### config.mk
export PLATFORM = sky130hd
export DESIGN_NAME = game_round_sequencer
export DESIGN_NICKNAME = d
export VERILOG_FILES = /design/src/rtl/game_round_sequencer.sv
export SDC_FILE = /design/constraint.sdc
export NUM_CORES = 1
export LEC_CHECK = 0
export BUFFER_PORTS_ARGS = -buffer_cell sky130_fd_sc_hd__clkbuf_2
export CORE_ASPECT_RATIO = 0.9
export CORE_UTILIZATION = 40
export DETAILED_ROUTE_END_ITERATION = 16
export SETUP_SLACK_MARGIN = 0.5
export SKIP_LAST_GASP = 1
export SYNTH_ARGS = -nofsm -noshare
export SYNTH_HDL_FRONTEND = slang
export SYNTH_SLANG_ARGS = --single-unit
### constraint.sdc
create_clock -name Clk100M -period 2 [get_ports Clk100M]
set_input_delay 0.3 -clock Clk100M [delete_from_list [all_inputs] [get_ports Clk100M]]
set_output_delay 0.3 -clock Clk100M [all_outputs]
set_load 0.01 [all_outputs]
### src/rtl/game_round_sequencer.sv
// Phase controller for the symbol-counting game.
// Runs NUM_ROUNDS rounds of GEN -> WAIT_GEN -> ANSWER -> CHECK (-> GAP), then
// stays in OVER until a new start edge. It owns the round number, the score
// and the seconds-remaining value shown on the display.
// Ports:
//   Clk100M, nReset          clock, async active-low reset
//   tick1Hz                  one-cycle pulse once per second
//   startBtn                 debounced start level (rising edge used)
//   genDone, trueCount       generator completion pulse and its count
//   userCount                player's count, sampled in CHECK
//   startGen, stopGen        one-cycle generator control pulses
//   answerOpen               high for the whole ANSWER phase
//   secondsLeft              countdown in GEN/ANSWER, 0 elsewhere
//   round, score, correct    game progress and scoring pulse
//   phase, gameOver          current state and end-of-game level
module game_round_sequencer #(
  parameter int unsigned NUM_ROUNDS     = 5,
  parameter int unsigned GEN_SECONDS    = 4,
  parameter int unsigned ANSWER_SECONDS = 5,
  parameter int unsigned GEN_TIMEOUT    = 2
) (
  input  logic       Clk100M,
  input  logic       nReset,
  input  logic       tick1Hz,
  input  logic       startBtn,
  input  logic       genDone,
  input  logic [7:0] trueCount,
  input  logic [7:0] userCount,
  output logic       startGen,
  output logic       stopGen,
  output logic       answerOpen,
  output logic [3:0] secondsLeft,
  output logic [3:0] round,
  output logic [7:0] score,
  output logic       correct,
  output logic [2:0] phase,
  output logic       gameOver
);

  localparam int unsigned CW = 8;  // count / score width
  localparam int unsigned SW = 4;  // seconds and timeout counter width
  localparam int unsigned RW = 4;  // round width

  typedef enum logic [2:0] {
    S_IDLE     = 3'd0,
    S_GEN      = 3'd1,
    S_WAIT_GEN = 3'd2,
    S_ANSWER   = 3'd3,
    S_CHECK    = 3'd4,
    S_GAP      = 3'd5,
    S_OVER     = 3'd6
  } state_e;

  state_e          state_q, state_d;
  logic [RW-1:0]   round_q, round_d;
  logic [CW-1:0]   score_q, score_d;
  logic [SW-1:0]   secs_q, secs_d;
  logic [SW-1:0]   to_cnt_q, to_cnt_d;
  logic [CW-1:0]   count_q, count_d;
  logic            done_seen_q, done_seen_d;
  logic            start_gen_q, start_gen_d;
  logic            stop_gen_q, stop_gen_d;
  logic            answer_open_q, answer_open_d;
  logic            correct_q, correct_d;
  logic            game_over_q, game_over_d;
  logic            btn_q;
  logic            start_edge;

  assign start_edge = startBtn & ~btn_q;

  // Next-state and next-output logic; pulses default low every cycle.
  always_comb begin
    state_d       = state_q;
    round_d       = round_q;
    score_d       = score_q;
    secs_d        = secs_q;
    to_cnt_d      = to_cnt_q;
    count_d       = count_q;
    done_seen_d   = done_seen_q;
    answer_open_d = answer_open_q;
    game_over_d   = game_over_q;
    start_gen_d   = 1'b0;
    stop_gen_d    = 1'b0;
    correct_d     = 1'b0;

    case (state_q)
      S_IDLE, S_OVER: begin
        // A tick in the same cycle is simply dropped: GEN starts full length.
        if (start_edge) begin
          state_d     = S_GEN;
          round_d     = RW'(1);
          score_d     = '0;
          game_over_d = 1'b0;
          secs_d      = SW'(GEN_SECONDS);
          start_gen_d = 1'b1;
          done_seen_d = 1'b0;
        end
      end
      S_GEN: begin
        // An early genDone is remembered but does not shorten the phase.
        if (genDone) begin
          count_d     = trueCount;
          done_seen_d = 1'b1;
        end
        if (tick1Hz) begin
          if (secs_q == SW'(1)) begin
            secs_d     = '0;
            stop_gen_d = 1'b1;
            to_cnt_d   = '0;
            state_d    = S_WAIT_GEN;
          end else begin
            secs_d = secs_q - SW'(1);
          end
        end
      end
      S_WAIT_GEN: begin
        if (genDone || done_seen_q || (tick1Hz && to_cnt_q == SW'(GEN_TIMEOUT - 1))) begin
          if (genDone) begin
            count_d = trueCount;
          end else if (!done_seen_q) begin
            count_d = '0;  // generator never answered
          end
          state_d       = S_ANSWER;
          answer_open_d = 1'b1;
          secs_d        = SW'(ANSWER_SECONDS);
        end else if (tick1Hz) begin
          to_cnt_d = to_cnt_q + SW'(1);
        end
      end
      S_ANSWER: begin
        if (tick1Hz) begin
          if (secs_q == SW'(1)) begin
            secs_d        = '0;
            answer_open_d = 1'b0;
            state_d       = S_CHECK;
          end else begin
            secs_d = secs_q - SW'(1);
          end
        end
      end
      S_CHECK: begin
        if (userCount == count_q) begin
          correct_d = 1'b1;
          if (score_q != {CW{1'b1}}) begin
            score_d = score_q + CW'(1);
          end
        end
        if (round_q == RW'(NUM_ROUNDS)) begin
          state_d     = S_OVER;
          game_over_d = 1'b1;
        end else begin
          state_d = S_GAP;
        end
      end
      S_GAP: begin
        if (tick1Hz) begin
          state_d     = S_GEN;
          round_d     = round_q + RW'(1);
          secs_d      = SW'(GEN_SECONDS);
          start_gen_d = 1'b1;
          done_seen_d = 1'b0;
        end
      end
      default: state_d = S_IDLE;
    endcase
  end

  // State and output registers.
  always_ff @(posedge Clk100M or negedge nReset) begin
    if (!nReset) begin
      state_q       <= S_IDLE;
      round_q       <= '0;
      score_q       <= '0;
      secs_q        <= '0;
      to_cnt_q      <= '0;
      count_q       <= '0;
      done_seen_q   <= 1'b0;
      start_gen_q   <= 1'b0;
      stop_gen_q    <= 1'b0;
      answer_open_q <= 1'b0;
      correct_q     <= 1'b0;
      game_over_q   <= 1'b0;
      btn_q         <= 1'b0;
    end else begin
      state_q       <= state_d;
      round_q       <= round_d;
      score_q       <= score_d;
      secs_q        <= secs_d;
      to_cnt_q      <= to_cnt_d;
      count_q       <= count_d;
      done_seen_q   <= done_seen_d;
      start_gen_q   <= start_gen_d;
      stop_gen_q    <= stop_gen_d;
      answer_open_q <= answer_open_d;
      correct_q     <= correct_d;
      game_over_q   <= game_over_d;
      btn_q         <= startBtn;
    end
  end

  assign startGen    = start_gen_q;
  assign stopGen     = stop_gen_q;
  assign answerOpen  = answer_open_q;
  assign secondsLeft = secs_q;
  assign round       = round_q;
  assign score       = score_q;
  assign correct     = correct_q;
  assign phase       = state_q;
  assign gameOver    = game_over_q;

endmodule

==> results.tsv, run 1 <==
stage	metric	value	unit
status	status	finished, final reports clean	
placed_design	total_cell_area_at_the_placement_stage	0.00256	mm2
detailed_routing	routed_via_density	5.72	
yosys	async_s_r_ff_share_synth	100	%
yosys	postSynthRegisterBits	38	
critical_path	cp-start-kind	flip-flop	
floorplanning	core-area	0.00526	mm2
detailed_routing	vias_after_detailed_routing	2278	
cells_and_area	fraction_of_layout_instances_using_a_drive_strength_above_1	53.2	%
detailed_routing	post_route_antenna_net_violation_count	0	
yosys	synth_top_flop_cell	sky130_fd_sc_hd__dfrtp_1	
critical_path	cp_endpoint_kind	flip-flop	
timing	finalSetupTns	0	ns
timing	finalHoldViolCount	0	
hold_path	worst_hold_path_type	in -> async	
cells_and_area	antenna-diode-count	0	
cells_and_area	fin_util	65.5	%
critical_path	arrival	1.99	ns
cells_and_area	syn_to_final_growth	57.0	%
critical_path	crit_path_max_incr_delay	0.39	ns
power	power.static_leakage	1.57	nW
timing	setup_viol	0	
cts	clock_tree_buffer_depth	2	
timing	max_transition_margin	66.6	%
yosys	seq_area_frac_synth	43.4	%
critical_path	critPathRequiredTime	2.21	ns
timing	max_freq	564	MHz
power	total_power_of_the_final_layout	0.00428	W
yosys	syn-num-nets	264	
cells_and_area	finish.instance_area	0.00344	mm2
cts	clock_sink_count	38	
grt	overflow	0	
grt	first_global_vias	2062	
cts	worstSkewPairLatency	0.30	ns
yosys	synth_area	0.00219	mm2
timing	timing.hold.ws	0.0539	ns
cts	tritoncts	done	
yosys	edff_count_synth	0	
timing	finalClockSkew	0.00959	ns
placed_design	globalplace.congestion	0.842	
timing	finalCritPeriodShare	88.7	%
yosys	synth.distinct_cells	49	
detailed_routing	drt-pass1-iter-count	4	
critical_path	timing.critical_path.max_delay_family	simple AND/OR/NAND/NOR gates	
cells_and_area	finalNetCount	358	
critical_path	critPathBufInv	3	
yosys	synth_cells	236	
power	power-per-cell-area	1240	mW/mm2
grt	gr-usage-all-layers	22.2	%
power	max-vdd-ir-drop	0.652	mV
yosys	yosys-top-cells-count	sky130_fd_sc_hd__dfrtp_1, sky130_fd_sc_hd__nand2_1, sky130_fd_sc_hd__nor2_1, sky130_fd_sc_hd__o21ai_0	
critical_path	path_class	reg -> reg	
yosys	yosys-top-cells-area	sky130_fd_sc_hd__dfrtp_1, sky130_fd_sc_hd__xor2_1, sky130_fd_sc_hd__ha_1	
flow_run	max_cap_violations	0	
floorplanning	boundaryPins	45	
critical_path	worst-r2r-setup-slack	0.23	ns
detailed_routing	route.final.wire_length	6750	um
floorplanning	placementRows	25	
timing	final.min_clock_period	1.77	ns
detailed_routing	drc_errors	0	
grt	pin_count_of_the_biggest_net_entering_global_routing	39	
timing	drv_slew	0	
floorplanning	die_h	72.2	um
yosys	yosys_warnings	0	
critical_path	slowest_stage	sky130_fd_sc_hd__dfrtp_1	
cts	cts-root-buf	sky130_fd_sc_hd__clkbuf_8	
placed_design	port_bufs	44	
yosys	synth.avg_cell_area	9.28	um2
timing	worst_pin_slew	0.501	ns
critical_path	worstPathCellList	inv_2, ha_4, nor3b_4, a32oi_4, nor3b_2, buf_4, buf_6, nand2_2, o21ai_1	
cts	clock_input_transition_at_the_sequential_cells_of_the_worst_setup_and_hold_paths	0.08	ns
detailed_routing	routedWlPerCell	17.0	um
floorplanning	floorplan.initialDensity	41.7	%
floorplanning	fp.dieArea	0.00578	mm2
grt	antenna_found_initial	0	
cts	number_of_buffers_inserted_during_clock_tree_synthesis	5	
floorplanning	die_width	80.0	um
timing	rsz_0062_raised_after_global_routing	true	
yosys	synth_top_cell_area_share	43.4	%
grt	grt_first_pass_wirelength	9920	um
critical_path	crit_path_max_fanout	4	
placed_design	dp.final_hpwl	3440	um
cts	h-tree-depth	2	
yosys	synth.most_common_cell	sky130_fd_sc_hd__dfrtp_1	
detailed_routing	dr.first_iter.drc_count	178	
yosys	synth_top_area_cell	sky130_fd_sc_hd__dfrtp_1	
-- layout by cell type (no fill, tap or decap), types with 5 or more instances in the layout --
cell / netlist / final
sky130_fd_sc_hd__buf_4: 0 / 45
sky130_fd_sc_hd__clkbuf_2: 0 / 44
sky130_fd_sc_hd__dfrtp_1: 38 / 34
sky130_fd_sc_hd__nand2_1: 21 / 19
sky130_fd_sc_hd__nor2_1: 20 / 18
sky130_fd_sc_hd__nand3_1: 11 / 10
sky130_fd_sc_hd__buf_6: 1 / 10
sky130_fd_sc_hd__o21ai_2: 0 / 8
sky130_fd_sc_hd__inv_1: 11 / 7
sky130_fd_sc_hd__xor2_1: 11 / 7
sky130_fd_sc_hd__a21oi_1: 6 / 6
sky130_fd_sc_hd__clkbuf_8: 0 / 6
sky130_fd_sc_hd__o31ai_2: 0 / 5
sky130_fd_sc_hd__o21ai_1: 0 / 5
-- worst paths after layout --
path                           startpoint          end  cells after the start
max                        secondsLeft[1]  to_cnt_q[1]                      9
min                                nReset     round[0]                      2
max reg2reg                secondsLeft[1]  to_cnt_q[1]                      9
min reg2reg                      gameOver     gameOver                      1
max in group asynchronous          nReset     phase[0]                      2
min in group Clk100M             startBtn        btn_q                      1
-- power by group --
| part | switching [W] | internal, W |
|---|---|---|
| combinational | 0.00113 | 0.00109 |
| sequential | 0.000259 | 0.000974 |
| clock | 0.000294 | 0.000533 |
-- worst reg2reg max path: cells and delay by family, from the launching register on --
family          cells  cell delay (ns)
compound gates      2             0.20
fa+ha+maj           1             0.13
buf+inv             3             0.35
flops               1             0.39
simple gates        3             0.63
-- stage by stage --
stage / std cells / setup WS (ns)
floorplan: 236 / 0.315
global placement: 344 / 0.177
detailed placement: 344 / 0.149
CTS: 379 / 0.307
global route: 398 / 0.138
finish: 398 / 0.226
-- layout make-up --
| type | instances | area, um2 |
|---|---|---|
| timing repair buffer | 99 | 671 |
| clock buffer | 6 | 82.6 |
| sequential | 38 | 956 |
| fill | 415 | 1820 |
| tap | 67 | 83.8 |
| clock inverter | 2 | 60.1 |
| multi-input combinational | 175 | 1540 |
| inverter | 11 | 45.0 |
-- what timing repair did --
| action | CTS | global route |
|---|---|---|
| endpoints found under the setup margin | 36 | 35 |
| gates cloned | 2 | 0 |
| pin swaps | 15 | 29 |
| endpoints found under the hold margin | 0 | 0 |
| hold buffers | 0 | 0 |
| resized for setup | 38 | 53 |
| setup buffers | 25 | 19 |
-- cell families (layout without fill, tap and decap cells) --
group	after synthesis	after routing	share of synthesized area [%]
and+or+nand+nor	95	96	24.3
DFF	38	38	43.4
buffers and inverters	25	118	4.68
AOI/OAI and AO/OA	54	55	16.5
muxes	3	3	1.48
xor gates and xnor gates	13	13	5.20
adders and majority gates	8	8	4.45
-- metal layers --
layer	up-vias	part of all wire, %	GRT usage, %
met4	0	2.8	9.92
met2	98	50	34.6
met5	-	0	0
met3	26	4.8	4.53
met1	1112	42	30.0
li1	1042	-	-
-- state kept, by name, indices dropped and copies added (netlist names) --
register	count
round	4
score	8
secondsLeft	4
gameOver	1
btn_q	1
stopGen	1
done_seen_q	1
count_q	8
to_cnt_q	4
phase	3
answerOpen	1
startGen	1
correct	1
(Power assumes the default switching activity.)
==> run 2: changes to the inputs <==
clock period = 1.45 ns   (was 2 ns; I/O delays follow)
==> run 2 against run 1 <==
- the run now ends with negative hold slack, negative setup slack left
- die area stayed put
- sequential share of layout area down 3.6 points
- wire length increased by 11%
- hold slack got worse by 0.14 ns
- global-route usage rose by 1.4 points
- setup slack got worse by 0.53 ns
- maximum frequency is 1.2% higher
- combinational power rose by 66%
- via count increased by 6.3%
- clock power is 5.2% lower
- final cell count grew 11%
- total power grew 43%
==> results.tsv, run 2 (synthesis results as in run 1) <==
stage	metric	value	unit	change
timing	finalClockSkew	0.0123	ns	+0.00268 ns
critical_path	timing.critical_path.max_delay_family	flip-flops		
critical_path	worst-path-stages	6		-3
critical_path	cp-startpoint	count_q[4]		
cts	clock_input_transition_at_the_sequential_cells_of_the_worst_setup_and_hold_paths	0.08	ns	about the same
placed_design	port_bufs	44		unchanged
timing	timing.hold.ws	-0.0881	ns	-0.142 ns
timing	fin_ws	-0.303	ns	-0.529 ns
critical_path	ff_to_ff_end	score[0]		
floorplanning	floorplan.initialDensity	41.7	%	unchanged
critical_path	cp-start-kind	flip-flop		
critical_path	slowest_stage	sky130_fd_sc_hd__dfrtp_1		
cts	post_cts_hold_buffer_count	1		+1
cells_and_area	finalNetCount	401		+12%
placed_design	dp.final_hpwl	3970	um	+15%
cells_and_area	seq_area	956	um2	unchanged
detailed_routing	post_route_antenna_net_violation_count	0		unchanged
detailed_routing	route.final.wire_length	7470	um	+11%
power	power.static_leakage	1.82	nW	+16%
grt	gr-usage-all-layers	23.7	%	+1.4 points
cells_and_area	syn_to_final_growth	80.1	%	
cts	worstSkewPairLatency	0.29	ns	about the same
critical_path	worstReg2RegStart	count_q[4]		
grt	pin_count_of_the_biggest_net_entering_global_routing	39		unchanged
critical_path	critPathBufInv	1		-2
critical_path	crit_path_max_fanout	6		+2
timing	drv_slew	0		unchanged
timing	max_freq	570	MHz	+1.2%
floorplanning	die_h	72.2	um	unchanged
timing	finalCritPeriodShare	121	%	+32 points
placed_design	dpl.cell_count	388		+13%
critical_path	cp_endpoint_kind	flip-flop		
critical_path	crit_path_max_incr_delay	0.42	ns	+0.03 ns
timing	setup_viol	30		+30
status	violations	negative hold slack, negative setup slack		
critical_path	arrival	1.94	ns	-0.05 ns
critical_path	worstPathCellList	xor2_2, nor4_4, buf_4, nand3_4, a21o_4, mux2_4		
detailed_routing	vias_after_detailed_routing	2422		+6.3%
critical_path	worstRegToRegCells	6		-3
cts	number_of_buffers_inserted_during_clock_tree_synthesis	5		unchanged
power	max-vdd-ir-drop	0.830	mV	+27%
critical_path	worst_setup_path_endpoint	score[0]		
timing	max_transition_margin	75.7	%	+9.1 points
critical_path	critPathRequiredTime	1.63	ns	-0.58 ns
cts	cts-root-buf	sky130_fd_sc_hd__clkbuf_8		
placed_design	total_cell_area_at_the_placement_stage	0.00296	mm2	+16%
flow_run	max_cap_violations	0		unchanged
status	status	finished, violations left		
grt	overflow	0		unchanged
cts	clock_sink_count	38		unchanged
cells_and_area	layout.cells.most_common_list	sky130_fd_sc_hd__buf_4, sky130_fd_sc_hd__buf_6, sky130_fd_sc_hd__dfrtp_1, sky130_fd_sc_hd__clkbuf_2, sky130_fd_sc_hd__nand2_1		
power	power-per-cell-area	1550	mW/mm2	+24%
timing	final.min_clock_period	1.75	ns	-0.0208 ns
hold_path	worst_hold_path_type	in -> async		
cells_and_area	layout_commonest_cell	sky130_fd_sc_hd__buf_4		
floorplanning	placementRows	25		unchanged
critical_path	worst-r2r-setup-slack	-0.30	ns	-0.53 ns
floorplanning	core-area	0.00526	mm2	unchanged
cts	tritoncts	done		
detailed_routing	drt-pass1-iter-count	4		unchanged
floorplanning	boundaryPins	45		unchanged
detailed_routing	drc_errors	0		unchanged
timing	worst_pin_slew	0.364	ns	-0.136 ns
cells_and_area	final.fill_count	335		-19%
cells_and_area	multi_input_area	0.00160	mm2	+3.5%
critical_path	path_class	reg -> reg		
cts	h-tree-depth	2		unchanged
cells_and_area	finish.instance_area	0.00395	mm2	+15%
grt	grt_first_pass_wirelength	10600	um	+6.6%
floorplanning	die_width	80.0	um	unchanged
cells_and_area	fraction_of_layout_instances_using_a_drive_strength_above_1	59.1	%	+5.9 points
timing	rsz_0062_raised_after_global_routing	true		
grt	first_global_vias	2238		+8.5%
timing	finalHoldViolCount	37		+37
cells_and_area	instances_no_fill	441		+11%
detailed_routing	routed_via_density	5.49		-4.0%
floorplanning	fp.dieArea	0.00578	mm2	unchanged
cells_and_area	antenna-diode-count	0		unchanged
detailed_routing	routedWlPerCell	16.9	um	about the same
placed_design	globalplace.congestion	0.853		+1.2%
cts	clock_tree_buffer_depth	2		unchanged
detailed_routing	dr.first_iter.drc_count	161		-9.6%
grt	antenna_found_initial	0		unchanged
run 2: cell type report:
| class | count | area share (%) |
|---|---|---|
| timing repair buffer | 142 | 29.9 |
| clock buffer | 7 | 2.19 |
| sequential | 38 | 24.2 |
| inverter | 11 | 1.05 |
| multi-input combinational | 175 | 40.4 |
| clock inverter | 1 | 0.127 |
| tap | 67 | 2.12 |
run 2: routing by layer:
| layer | routed length [um] | vias up | GRT usage, % |
|---|---|---|---|
| li1 | - | 1121 | - |
| met2 | 3810 | 82 | 39.7 |
| met5 | 0 | - | 0 |
| met4 | 104 | 0 | 6.75 |
| met1 | 3190 | 1205 | 31.4 |
| met3 | 366 | 14 | 4.28 |
run 2: worst min path at each step:
| stage | startpoint | to | cells past startpoint |
|---|---|---|---|
| 2_1_floorplan | nReset | answerOpen | 0 |
| 3_3_place_gp | nReset | round[2] | 2 |
| 3_5_place_dp | nReset | round[2] | 2 |
| 4_1_cts | nReset | round[1] | 2 |
| 5_1_grt | nReset | startGen | 2 |
| 6_report | nReset | startGen | 2 |
run 2: metrics by stage:
stage	hold WS, ns	TNS (ns)	power (W)	utilization [%]	worst slack, ns
3_3_place_gp	0.305	-5.02	0.00385	56.4	-0.312
6_report	-0.0881	-4.22	0.00611	75.1	-0.303
3_5_place_dp	0.310	-5.74	0.00390	56.4	-0.344
4_1_cts	-0.00217	-3.63	0.00534	67.6	-0.264
2_1_floorplan	-0.0781	-2.12	0.00300	-	-0.233
5_1_grt	-0.0612	-6.52	0.00644	75.1	-0.361
run 2: repair_timing:
action,4_1_cts,5_1_grt
gates resized for setup,66,67
setup buffers,28,14
pin swaps,21,29
gates cloned,2,0
endpoints found under the setup margin,61,62
hold endpoints to repair,1,37
run 2: where the power goes:
group	total, W	internal [W]	switching, W
clock network	0.000784	0.000385	0.000399
logic	0.00369	0.00194	0.00174
registers	0.00164	0.00135	0.000291
